$ cat src/rtl/sync_filter_pkg.sv
`default_nettype none
// ============================================================================
//  Module   : sync_pkg
//  Purpose  : Shared constants and helpers for the sync_filter input
//             conditioner (filter counter width, default/minimum depths).
//  Ports    : none (package)
//  Revision : 1.0 - initial release
// ============================================================================
package sync_pkg;

  localparam int STAGE_MIN    = 2;
  localparam int STAGE_DEF    = 3;
  localparam int FILT_CNT_DEF = 4;

  // Width of the stability counter: clog2(filt_cnt), never below one bit so
  // that FILT_CNT=1 still has a (constant-zero) counter to compare against.
  function automatic int cnt_width(input int filt_cnt);
    int w;
    w = $clog2(filt_cnt);
    if (w < 1) w = 1;
    return w;
  endfunction

endpackage
`default_nettype wire

$ cat src/rtl/sync_filter_ch.sv
`default_nettype none
// ============================================================================
//  Module   : sync_filter_ch
//  Purpose  : One channel of the input conditioner: STAGE-deep synchroniser,
//             stability filter (FILT_CNT consecutive disagreeing cycles needed
//             before the level changes) and registered rise/fall strobes.
//  Ports    : clk, rst (sync, active-high), din (async raw level),
//             dout (filtered level), rise / fall (one-cycle edge strobes)
//  Revision : 1.0 - initial release
// ============================================================================
module sync_filter_ch
  import sync_pkg::*;
#(
  parameter int   STAGE    = STAGE_DEF,
  parameter int   FILT_CNT = FILT_CNT_DEF,
  parameter logic RST_VAL  = 1'b0
) (
  input  logic clk,
  input  logic rst,
  input  logic din,
  output logic dout,
  output logic rise,
  output logic fall
);

  localparam int            CW       = cnt_width(FILT_CNT);
  localparam logic [CW-1:0] CNT_LAST = CW'(FILT_CNT - 1);

  logic [STAGE-1:0] sync_ff;
  logic             sync_s;
  logic [CW-1:0]    cnt;

  // Plain flop chain; no logic between stages.
  always_ff @(posedge clk) begin
    if (rst) begin
      sync_ff <= '0;
    end else begin
      sync_ff <= {sync_ff[STAGE-2:0], din};
    end
  end

  assign sync_s = sync_ff[STAGE-1];

  // cnt counts consecutive cycles of disagreement; the level flips on the
  // FILT_CNT-th one, so any return to agreement restarts the count.
  always_ff @(posedge clk) begin
    if (rst) begin
      dout <= RST_VAL;
      cnt  <= '0;
      rise <= 1'b0;
      fall <= 1'b0;
    end else begin
      rise <= 1'b0;
      fall <= 1'b0;
      if (sync_s == dout) begin
        cnt <= '0;
      end else if (cnt == CNT_LAST) begin
        dout <= sync_s;
        cnt  <= '0;
        rise <= sync_s;
        fall <= ~sync_s;
      end else begin
        cnt <= cnt + CW'(1);
      end
    end
  end

endmodule
`default_nettype wire

$ cat src/rtl/sync_filter.sv
`default_nettype none
// ============================================================================
//  Module   : sync_filter
//  Purpose  : WIDTH-channel synchroniser + debounce filter + edge strobes for
//             asynchronous or noisy level inputs. Each channel is independent.
//  Ports    : clk, rst (sync, active-high), din[WIDTH] (async raw inputs),
//             dout[WIDTH] (filtered level), rise[WIDTH] / fall[WIDTH]
//             (one-cycle strobes aligned with the first cycle of new dout).
//             With SYNC_FILTER_STICKY_EN defined: chg_clr[WIDTH] input and
//             chg_sticky[WIDTH] output (latched change flags, set beats clear).
//  Revision : 1.0 - initial release
// ============================================================================
module sync_filter
  import sync_pkg::*;
#(
  parameter int               WIDTH    = 1,
  parameter int               STAGE    = STAGE_DEF,
  parameter int               FILT_CNT = FILT_CNT_DEF,
  parameter logic [WIDTH-1:0] RST_VAL  = {WIDTH{1'b0}}
) (
  input  logic             clk,
  input  logic             rst,
  input  logic [WIDTH-1:0] din,
`ifdef SYNC_FILTER_STICKY_EN
  input  logic [WIDTH-1:0] chg_clr,
  output logic [WIDTH-1:0] chg_sticky,
`endif
  output logic [WIDTH-1:0] dout,
  output logic [WIDTH-1:0] rise,
  output logic [WIDTH-1:0] fall
);

  // Elaboration-time legality checks.
  if (STAGE < STAGE_MIN) begin : g_bad_stage
    $error("sync_filter: STAGE must be >= %0d", STAGE_MIN);
  end
  if (FILT_CNT < 1) begin : g_bad_filt
    $error("sync_filter: FILT_CNT must be >= 1");
  end

  for (genvar i = 0; i < WIDTH; i++) begin : g_ch
    sync_filter_ch #(
      .STAGE    (STAGE),
      .FILT_CNT (FILT_CNT),
      .RST_VAL  (RST_VAL[i])
    ) u_ch (
      .clk  (clk),
      .rst  (rst),
      .din  (din[i]),
      .dout (dout[i]),
      .rise (rise[i]),
      .fall (fall[i])
    );
  end

`ifdef SYNC_FILTER_STICKY_EN
  // A strobe in the same cycle as a clear keeps the flag set.
  always_ff @(posedge clk) begin
    if (rst) begin
      chg_sticky <= '0;
    end else begin
      chg_sticky <= (chg_sticky & ~chg_clr) | rise | fall;
    end
  end
`endif

endmodule
`default_nettype wire

$ cat config.mk
export PLATFORM = sky130hd
export DESIGN_NAME = sync_filter
export DESIGN_NICKNAME = d
export VERILOG_FILES = /design/src/rtl/sync_filter_pkg.sv /design/src/rtl/sync_filter_ch.sv /design/src/rtl/sync_filter.sv
export SDC_FILE = /design/constraint.sdc
export NUM_CORES = 1
export LEC_CHECK = 0
export ABC_AREA = 1
export CORE_AREA = 2 2 39 41
export DETAILED_ROUTE_END_ITERATION = 7
export DIE_AREA = 0 0 41 43
export PLACE_DENSITY_LB_ADDON = 0.12
export SLEW_MARGIN = 25
export SYNTH_ARGS = -nofsm -noshare
export SYNTH_HDL_FRONTEND = slang
export SYNTH_SLANG_ARGS = --single-unit
$ cat constraint.sdc
create_clock -name clk -period 1.8 [get_ports clk]
set_input_delay 0.18 -clock clk [delete_from_list [all_inputs] [get_ports clk]]
set_output_delay 0.18 -clock clk [all_outputs]
set_load 0.02 [all_outputs]
==> flow_summary.toml, run 1 <==
[clock_network]
clk_pin_slew_worst_paths_ns = 0.05
cts_made_buffers = 3
clk_latency_ns = 0.24
cts_buffer_depth = 2
tritoncts = "done"
cts_setup_buffers = 0
ctsHoldBuffers = 0
htreeDepth = 1
cts_root_buffer = "clkbuf_4"
cts_num_sinks = 8
ctsResizeCount = 0

[floorplanning]
rows = 14
dieArea_um2 = 1763
io_pins = 6
core_area_um2 = 1384
fp.dieH_um = 43
die-width_um = 41
initial_core_util = 0.1980

[worst_setup_path]
crit_chain = "clkdlybuf4s50_1"
cp_num_buf_inv = 1
slowest_stage = "clkdlybuf4s50_1"
crit_required_ns = 1.62
cp_slowest_stage_delay_ns = 0.63
crit_type = "flop to output port"
start_kind = "flop"
cp_max_fo = 5
cp_top_family = "buffers and inverters"
crit_arrival_ns = 1.26
critPathCaptureType = "output port"

[outcome]
status = "completed"

[logic_synthesis]
syn-num-nets = 36
ys_seq_elements = 8
yosys_warnings = 0
avgSynthCellArea_um2 = 8.563
synthCells = 32
synth.distinct_cells = 11
ys_seq_area_frac = 0.5845
netlist_area_um2 = 274.0

[sta]
skew_ns = 0.001922
min_period_ns = 1.439
rsz0062_at_grt = "false"
slew-limit-headroom = 0.8487
tightest_slew_ns = 0.2263
setup_slack_ns = 0.3612
finalSetupTns_ns = 0
post-route-period-util = 0.7993
setup_viol = 0
slew_viol_final = 0
finalHoldViolCount = 0
clock.fmax_mhz = 695.0
hold_slack_ns = 0.3994

[routing]
antenna_left = 0
wl_per_cell_um = 6.679
drc = 0
firstDrtPassIters = 1
vias_per_cell = 3.661
drtIter0Drc = 0
totalWireLength_um = 374
vias = 205

[global_routing]
use_met2 = 0.08750
grt_pass1_vias = 188
grt_max_degree = 7
grt_busiest_layer = "met2"
grt_overflow = 0
grt_use_met3 = 0.04712
grt.total_usage = 0.06351
use_met1 = 0.06515
grt_first_pass_wirelength_um = 683
antenna_found_initial = 0

[place]
portBuffers = 5
dp_slack_ns = 0.6133
place.gp.congestion = 0.6114
hpwlAfterDp_um = 324.8

[pwr]
p_leak_nw = 0.1491
total_power_mw = 0.3207
peakVddDrop_v = 0.0003124
powerDensity_nw_per_um2 = 874.8

[run]
maxCapViolations = 0

[cells_and_area]
layout-drive-gt1-share = 0.2000
antennaDiodeCount = 0
nets = 46
final_util = 0.2649
syn2layout_area_growth_pct = 33.79

[min_path]
hold_path.class = "flop to flop"
-- cell usage in the layout, fill, tap and decap left out --
cell type,instances
nand2_2,1
ha_1,1
inv_1,6
nor2_2,1
inv_2,2
nor3_1,2
a21oi_1,1
nand2_1,4
nand3_2,1
clkbuf_4,3
dfxtp_1,8
clkdlybuf4s50_1,5
nor2_1,5
-- kinds of logic after synthesis --
| logic type | after synthesis | synth area share |
|---|---|---|
| simple gates | 14 | 0.2420 |
| compound gates | 1 | 0.01825 |
| flops | 8 | 0.5845 |
| buf+inv | 8 | 0.1096 |
| fa+ha+maj | 1 | 0.04565 |
-- state kept, by name (all words and copies together) (netlist names) --
name	flops
g_ch.u_ch.sync_ff	3
g_ch.u_ch.cnt	2
g_ch.u_ch.dout	1
g_ch.u_ch.fall	1
g_ch.u_ch.rise	1
-- per-stage QoR --
| stage | instance area, um2 | cells |
|---|---|---|
| 2_1_floorplan | 274.0 | 32 |
| 6_report | 366.6 | 56 |
| 3_3_place_gp | 344.1 | 53 |
| 3_5_place_dp | 344.1 | 53 |
| 5_1_grt | 366.6 | 56 |
| 4_1_cts | 366.6 | 56 |
-- synthesized netlist by cell type (all sizes together) --
cell	instances	area (um2)
a21oi	1	5.000
nor2	6	25.03
ha	1	12.51
nor3	2	10.01
nand2	5	21.27
inv	8	30.03
nand3	1	10.01
dfxtp	8	160.2
-- cell type report --
cell class | count | area (um2)
timing repair buffer | 5 | 50.05
sequential | 8 | 160.2
clock buffer | 3 | 22.52
multi-input combinational | 16 | 83.83
tap | 16 | 20.02
fill | 151 | 1017
inverter | 8 | 30.03
-- final timing paths --
kind                      startpoint                      end  slack, ns  cells past startpoint
max                g_ch[0].u_ch.dout                     dout       0.36                      1
min          g_ch[0].u_ch.sync_ff[1]  g_ch[0].u_ch.sync_ff[2]       0.40                      2
max reg2reg      g_ch[0].u_ch.cnt[0]      g_ch[0].u_ch.cnt[0]       0.90                      4
min reg2reg  g_ch[0].u_ch.sync_ff[1]  g_ch[0].u_ch.sync_ff[2]       0.40                      2
-- power breakdown --
part           switching [mW]  leakage [nW]  internal [mW]
combinational         0.00523        0.0703        0.00604
clock                  0.0519        0.0138         0.0757
sequential            0.00129        0.0650          0.181
-- layer usage --
metal / vias up / part of all wire
met5: - / 0
met4: 0 / 0
met3: 0 / 0.091
met2: 6 / 0.50
met1: 88 / 0.41
li1: 111 / -
Power figures use the tool's default switching activity.
==> run 2: changes to the inputs <==
==> constraint.sdc (replaced) <==
create_clock -name clk -period 1.4 [get_ports clk]
set_input_delay 0.14 -clock clk [delete_from_list [all_inputs] [get_ports clk]]
set_output_delay 0.14 -clock clk [all_outputs]
set_load 0.02 [all_outputs]
==> flow_summary.toml, run 2 (same netlist as run 1, synthesis figures left out) <==
[outcome]
status = "completed"

[clock_network]
cts_made_buffers = 3
clk_pin_slew_worst_paths_ns = 0.05
cts_root_buffer = "clkbuf_4"
clk_latency_ns = 0.24
tritoncts = "done"
cts_num_sinks = 8
cts_buffer_depth = 2
cts_setup_buffers = 0
htreeDepth = 1

[global_routing]
grt_first_pass_wirelength_um = 683
grt_pass1_vias = 188
grt.total_usage = 0.06351
grt_max_degree = 7
antenna_found_initial = 0
grt_overflow = 0

[worst_setup_path]
critPathCaptureType = "output port"
crit_required_ns = 1.26
crit_arrival_ns = 1.13
crit_type = "flop to output port"
cp_num_cells = 1
cp_num_buf_inv = 1
r2r_setup_slack_ns = 0.50
slowest_stage = "clkdlybuf4s50_1"
cp_top_family = "buffers and inverters"
critPathCapture = "fall"
crit_chain = "clkdlybuf4s50_1"
rr_worst_depth = 4
cp_max_fo = 1
cp_slowest_stage_delay_ns = 0.59
r2r_start = "g_ch[0].u_ch.cnt[0]"
start_kind = "flop"
r2r-end = "g_ch[0].u_ch.cnt[0]"
cp-startpoint = "g_ch[0].u_ch.fall"

[sta]
finalHoldViolCount = 0
skew_ns = 0.001922
min_period_ns = 1.273
finalSetupTns_ns = 0
clock.fmax_mhz = 785.5
rsz0062_at_grt = "false"
slew_viol_final = 0
post-route-period-util = 0.9093
tightest_slew_ns = 0.2263
slew-limit-headroom = 0.8487
setup_viol = 0

[floorplanning]
fp.dieH_um = 43
initial_core_util = 0.1980
core_area_um2 = 1384
dieArea_um2 = 1763
rows = 14
io_pins = 6
die-width_um = 41

[cells_and_area]
final_util = 0.2640
syn2layout_area_growth_pct = 33.33
top_register = "g_ch.u_ch.sync_ff"
antennaDiodeCount = 0
layout_common_cells = "8 x dfxtp_1, 6 x inv_1, 5 x nor2_1, 4 x nand2_1, 4 x clkdlybuf4s50_1"
layout-drive-gt1-share = 0.2000
n_fill_cell = 152
largest_register_ffs = 3
multi_input_area_um2 = 83.83
seqCellArea_um2 = 160.2
reg.largest.list = "g_ch.u_ch.sync_ff x3, g_ch.u_ch.cnt x2"
nets = 46
layout_commonest_cell = "dfxtp_1"
stdcell_count = 56

[pwr]
p_leak_nw = 0.1539
powerDensity_nw_per_um2 = 1129
total_power_mw = 0.4123
peakVddDrop_v = 0.0004017

[place]
dpl.cell_count = 53
place.gp.congestion = 0.6114
hpwlAfterDp_um = 324.8
portBuffers = 5

[routing]
dr_wl_met3_um = 34
antenna_left = 0
drc = 0
wl_per_cell_um = 6.679
firstDrtPassIters = 1
vias_per_cell = 3.661
vias = 205
wl_met1_um = 153
route.met2.wl_um = 186
drtIter0Drc = 0
top_layer = "met3"
totalWireLength_um = 374

[min_path]
hold_path.class = "flop to flop"

[run]
maxCapViolations = 0
==> run 2: worst min-delay path, cell delays in order (launching register included) <==
cell and delay (ns):
dfxtp_1 0.29, inv_1 0.04, nor2_1 0.03
==> run 2: layer usage <==
| metal | track usage | vias to the layer above |
|---|---|---|
| met2 | 0.08750 | 6 |
| li1 | - | 111 |
| met4 | 0.04000 | 0 |
| met1 | 0.06515 | 88 |
| met3 | 0.04712 | 0 |
| met5 | 0 | - |
==> run 2: worst min-delay path by stage <==
| stage | slack, ns | end | from | depth (start not counted) |
|---|---|---|---|---|
| floorplan | 0.21 | g_ch[0].u_ch.dout | rst | 1 |
| finish | 0.40 | g_ch[0].u_ch.sync_ff[2] | g_ch[0].u_ch.sync_ff[1] | 2 |
| CTS | 0.40 | g_ch[0].u_ch.sync_ff[2] | g_ch[0].u_ch.sync_ff[1] | 2 |
| detailed placement | 0.40 | g_ch[0].u_ch.sync_ff[2] | g_ch[0].u_ch.sync_ff[1] | 2 |
| global route | 0.43 | g_ch[0].u_ch.sync_ff[1] | g_ch[0].u_ch.sync_ff[0] | 2 |
| global placement | 0.39 | g_ch[0].u_ch.sync_ff[2] | g_ch[0].u_ch.sync_ff[1] | 2 |
==> run 2: metrics by stage <==
stage | hold WS (ns) | worst slack [ns] | area [um2]
floorplan | 0.2091 | 0.5579 | 274.0
detailed placement | 0.3953 | 0.2533 | 344.1
global placement | 0.3901 | 0.2659 | 344.1
finish | 0.3994 | 0.1269 | 365.4
global route | 0.4255 | 0.08974 | 365.4
CTS | 0.4025 | 0.1076 | 365.4
==> run 2: cell type report <==
cell class	instances	share of cell area
flip-flops and latches	8	0.4384
multi-input cells	16	0.2295
repair buffers	5	0.1336
inverters	8	0.08219
clock buffers	3	0.06164
well taps	16	0.05479
==> run 2: what timing repair did <==
action | in CTS | in global routing
endpoints found under the setup margin | 1 | 0
resized for setup | 1 | 0
hold buffers | 0 | 0
==> run 2: where the power goes <==
group	internal [mW]	switching (mW)	leakage, nW	total, mW
Combinational	0.00776	0.00673	0.0751	0.0145
Clock	0.0973	0.0668	0.0138	0.164
Sequential	0.232	0.00166	0.0650	0.234
